--- src/rtl/fetch_stage.sv ---
// rtl/fetch_stage.sv - RV32I IF stage: PC register, ROM address, IF/ID pipeline register
// Optional FETCH_PERF_CNT_EN adds saturating fetched/flushed counters.
module fetch_stage #(
  parameter logic [31:0] RESET_PC  = 32'h00000000,
  parameter logic [31:0] NOP_INSTR = 32'h00000013
) (
  input  logic        clk,
  input  logic        rst_n,
  input  logic        stall_i,
  input  logic        flush_i,
  input  logic        redirect_i,
  input  logic [31:0] redirect_pc_i,
  output logic [31:0] imem_addr_o,
  input  logic [31:0] imem_instr_i,
  output logic [31:0] if_id_pc_o,
  output logic [31:0] if_id_pc4_o,
  output logic [31:0] if_id_instr_o,
  output logic        if_id_valid_o,
  output logic        misaligned_o,
  output logic [31:0] fetched_cnt_o,
  output logic [31:0] flushed_cnt_o
);

  logic [31:0] pc;
  logic [31:0] pc_plus4;
  logic        squash;
  logic        load;

  assign pc_plus4    = pc + 32'd4;
  assign imem_addr_o = pc;
  // A redirect always squashes the wrong-path fetch sitting in IF/ID.
  assign squash      = flush_i | redirect_i;
  assign load        = !squash && !stall_i;

  always_ff @(posedge clk or negedge rst_n) begin
    if (!rst_n) begin
      pc           <= RESET_PC;
      misaligned_o <= 1'b0;
    end else begin
      misaligned_o <= redirect_i && (redirect_pc_i[1:0] != 2'b00);
      if (redirect_i)
        pc <= {redirect_pc_i[31:2], 2'b00};
      else if (!stall_i)
        pc <= pc_plus4;
    end
  end

  always_ff @(posedge clk or negedge rst_n) begin
    if (!rst_n) begin
      if_id_instr_o <= NOP_INSTR;
      if_id_pc_o    <= 32'h0;
      if_id_pc4_o   <= 32'h0;
      if_id_valid_o <= 1'b0;
    end else if (squash) begin
      if_id_instr_o <= NOP_INSTR;
      if_id_pc_o    <= 32'h0;
      if_id_pc4_o   <= 32'h0;
      if_id_valid_o <= 1'b0;
    end else if (!stall_i) begin
      if_id_instr_o <= imem_instr_i;
      if_id_pc_o    <= pc;
      if_id_pc4_o   <= pc_plus4;
      if_id_valid_o <= 1'b1;
    end
  end

`ifdef FETCH_PERF_CNT_EN
  logic [31:0] fetched_cnt;
  logic [31:0] flushed_cnt;

  always_ff @(posedge clk or negedge rst_n) begin
    if (!rst_n) begin
      fetched_cnt <= 32'h0;
      flushed_cnt <= 32'h0;
    end else begin
      if (load && fetched_cnt != 32'hFFFFFFFF)
        fetched_cnt <= fetched_cnt + 32'd1;
      if (squash && if_id_valid_o && flushed_cnt != 32'hFFFFFFFF)
        flushed_cnt <= flushed_cnt + 32'd1;
    end
  end

  assign fetched_cnt_o = fetched_cnt;
  assign flushed_cnt_o = flushed_cnt;
`else
  assign fetched_cnt_o = 32'h0;
  assign flushed_cnt_o = 32'h0;
`endif

endmodule

--- config.mk ---
export PLATFORM = sky130hd
export DESIGN_NAME = fetch_stage
export DESIGN_NICKNAME = d
export VERILOG_FILES = /design/src/rtl/fetch_stage.sv
export SDC_FILE = /design/constraint.sdc
export NUM_CORES = 1
export LEC_CHECK = 0
export BUFFER_PORTS_ARGS = -buffer_cell sky130_fd_sc_hd__buf_4
export CAP_MARGIN = 20
export CORE_ASPECT_RATIO = 0.8
export CORE_MARGIN = 1.5
export CORE_UTILIZATION = 51
export CTS_BUF_LIST = sky130_fd_sc_hd__clkbuf_4
export DETAILED_ROUTE_END_ITERATION = 12
export PLACE_DENSITY_LB_ADDON = 0.25
export SLEW_MARGIN = 20
export SYNTH_ARGS = -nofsm -noshare
export SYNTH_HDL_FRONTEND = slang
export SYNTH_SLANG_ARGS = --single-unit
--- constraint.sdc ---
create_clock -name clk -period 2.2 [get_ports clk]
set_input_delay 0 -clock clk [delete_from_list [all_inputs] [get_ports clk]]
set_output_delay 0 -clock clk [all_outputs]
set_load 0.01 [all_outputs]
==> results.cfg <==
[pwr]
pwr-share-clk = 0.291
vdd_drop_max_uv = 394.6
p_sw_mw = 1.599
netSwitchingFraction = 0.3011
power.share.combinational = 0.235
pwr_density_cell_nw_per_um2 = 562.6
seqPwrFrac = 0.474
power.leakage_nw = 4.474
p_int_mw = 3.712

[route]
dr.pass1.iters = 5
first_iter_violations = 673
routed_wl_um = 21690
wire_per_inst_um = 18.39
drc = 0
vias = 6511
drtAntennaViolNets = 0
viasPerCell = 5.522

[final_layout]
final_common_cell = buf_4
final_nets = 1065
utilization = 0.7620
fillers = 830
final_cell_mix = buf_4, dfrtp_1, dlygate4sd3_1, nor2_1, conb_1
syn_to_final_growth_pct = 43.10
drive_above_1_share = 0.2867
diodes = 0
finish.instance_area_um2 = 9439

[global_route]
antenna_found_initial = 0
track_usage = 0.3208
overflow = 0
grt_pass1_vias = 6272
grt_start_max_net_pins = 51
grt_pass1_wl_um = 33380

[floorplan]
core_um2 = 12390
die-height_um = 104.7
ioPinCount = 263
rows = 36
die_area_um2 = 13630
die-width_um = 130.2
initial_utilization = 0.5325

[timing]
hold_viol = 0
fmax_mhz = 465.2
rsz0062_at_grt = false
finalCritPeriodShare = 0.9772
setup_ws_ns = 0.05026
tightest_slew_ns = 0.6707
timing.hold.ws_ns = 0.04950
fin_crit_ns = 2.150
skew_ns = 0.02064
finalSetupViolations = 0
setup_tns_ns = 0
timing.slew.headroom = 0.5524
maxSlewViolCount = 0

[setup_path]
slowest_delay_ns = 0.58
end_kind = flop
cpMaxStageDelayCell = dlygate4sd3_1
cp_top_family = buffers and inverters
cp_num_buf_inv = 4
critPathLaunchType = primary input
critical_path_class = in2reg
cp.required_ns = 2.61
crit_fanout = 48
critical_path_arrival_ns = 2.56
path_cells = dlygate4sd3_1 > buf_4 > buf_4 > nor3_1 > xnor2_1 > o21ai_0 > dlygate4sd3_1

[cts]
cts_max_level = 4
root_buffer = clkbuf_4
clk_pin_slew_ns = 0.12
max-clock-path-buffers = 2
clk_latency_ns = 0.54
cts_tree = built
clkSinkCount = 124
cts_buffers = 17

[synth]
ys_seq_elements = 124
synth-async-reset-ratio = 1.000
synth.area.top_cells = dfrtp_1, mux2i_1, buf_4
synth_area_um2 = 6596
postSynthCellCount = 692
synth_warnings = 0
synth_edf_count = 0
yosysTopAreaCell = dfrtp_1
netlist.area_leader.share = 0.4590
avgSynthCellArea_um2 = 9.532
synth_cell_types = 48
synth_flop_cell = dfrtp_1
synth_seq_area_share = 0.4710

[run_status]
status = finished clean

[run]
drv_cap = 0

[placement]
place_ws_ns = 0.03271
postPlaceCellArea_um2 = 8119
hpwlAfterDp_um = 14600
routabilityCongestion = 0.9050
portBuffers = 192

[hold_path]
hold_path_class = in2async
[layout make-up]
cell class | count | area, um^2 | area share
Clock buffer | 22 | 165.2 | 0.01750
Clock inverter | 10 | 101.3 | 0.01074
Inverter | 6 | 22.52 | 0.002386
Multi-Input combinational cell | 503 | 2979 | 0.3156
Sequential cell | 124 | 3112 | 0.3297
Tap cell | 171 | 214.0 | 0.02267
Timing Repair Buffer | 343 | 2845 | 0.3014
[path summary, 6_finish.rpt]
check | startpoint | end | slack [ns] | cells after the start
max | stall_i | imem_addr_o[7] | 0.05 | 7
min | rst_n | if_id_pc_o[31] | 0.05 | 3
max reg2reg | imem_addr_o[5] | imem_addr_o[13] | 0.10 | 6
min reg2reg | if_id_valid_o | if_id_valid_o | 0.53 | 2
max in group asynchronous | rst_n | imem_addr_o[7] | 1.71 | 3
min in group clk | redirect_pc_i[1] | misaligned_o | 0.24 | 4
[power groups by stage]
| stage | combinational (mW) | sequential, mW | clock (mW) |
|---|---|---|---|
| 2_1_floorplan | 0.561 | 2.58 | 0 |
| 3_3_place_gp | 1.03 | 2.55 | 0 |
| 3_5_place_dp | 1.05 | 2.56 | 0 |
| 4_1_cts | 1.21 | 2.51 | 1.58 |
| 5_1_grt | 1.34 | 2.53 | 1.69 |
| 6_report | 1.25 | 2.52 | 1.55 |
[worst register-to-register path, delay by kind of cell (launching register included)]
family	cells	cell delay [ns]
xor+xnor	1	0.16
buf+inv	2	0.80
compound gates	1	0.10
flops	1	0.47
simple gates	2	0.47
[Yosys cell counts (2+ instances only)]
library cell	count
buf_1	5
nand3b_1	2
nand3_1	9
mux2i_1	56
and4_1	5
a21oi_1	21
a31oi_1	25
a211oi_1	2
o21ai_0	40
clkbuf_2	2
or2_2	3
o31ai_1	20
dfstp_2	3
buf_4	70
nor4_1	12
dfrtp_1	121
nand4_1	11
nand4b_1	2
xnor2_1	22
or3_1	9
nand2_1	44
nor2b_1	3
nor3_1	11
buf_2	15
o41ai_1	2
clkbuf_1	36
xor2_1	2
nand2b_1	4
nor2_1	84
or4_1	27
nor3b_1	2
inv_1	6
[layer usage]
metal	track usage	vias up	wire length, um
li1	-	2920	-
met1	0.4214	3163	8556
met2	0.5113	399	10500
met3	0.09626	29	2303
met4	0.09206	0	328
met5	0	-	0
[what timing repair did]
item	4_1_cts	5_1_grt
gates resized for setup	0	7
setup endpoints to repair	0	12
hold buffers	99	0
hold endpoints to repair	198	0
buffers inserted	0	4
[sequential cells by signal, indices dropped and copies added (netlist names)]
name and count:
imem_addr_o 30, if_id_pc_o 30, if_id_instr_o 32, misaligned_o 1, if_id_pc4_o 30, if_id_valid_o 1
[through the flow]
stage	total power, mW	instances
detailed placement	3.608	1044
global placement	3.580	1044
global route	5.568	1179
finish	5.310	1179
CTS	5.300	1175
floorplan	3.143	761
[kinds of logic (layout without fill, tap and decap cells)]
logic type                 Yosys count  in the layout  share of synthesized area
AOI/OAI and AO/OA                  118            118                     0.1081
xor gates and xnor gates            24             24                    0.03187
adders and majority gates            1              1                   0.001897
buffers and inverters              134            381                     0.1193
DFF                                124            124                     0.4710
muxes                               56             56                    0.08498
other                                1             70                  0.0005685
and+or+nand+nor                    234            234                     0.1823
Note: power is estimated with default switching activity, not from simulation.
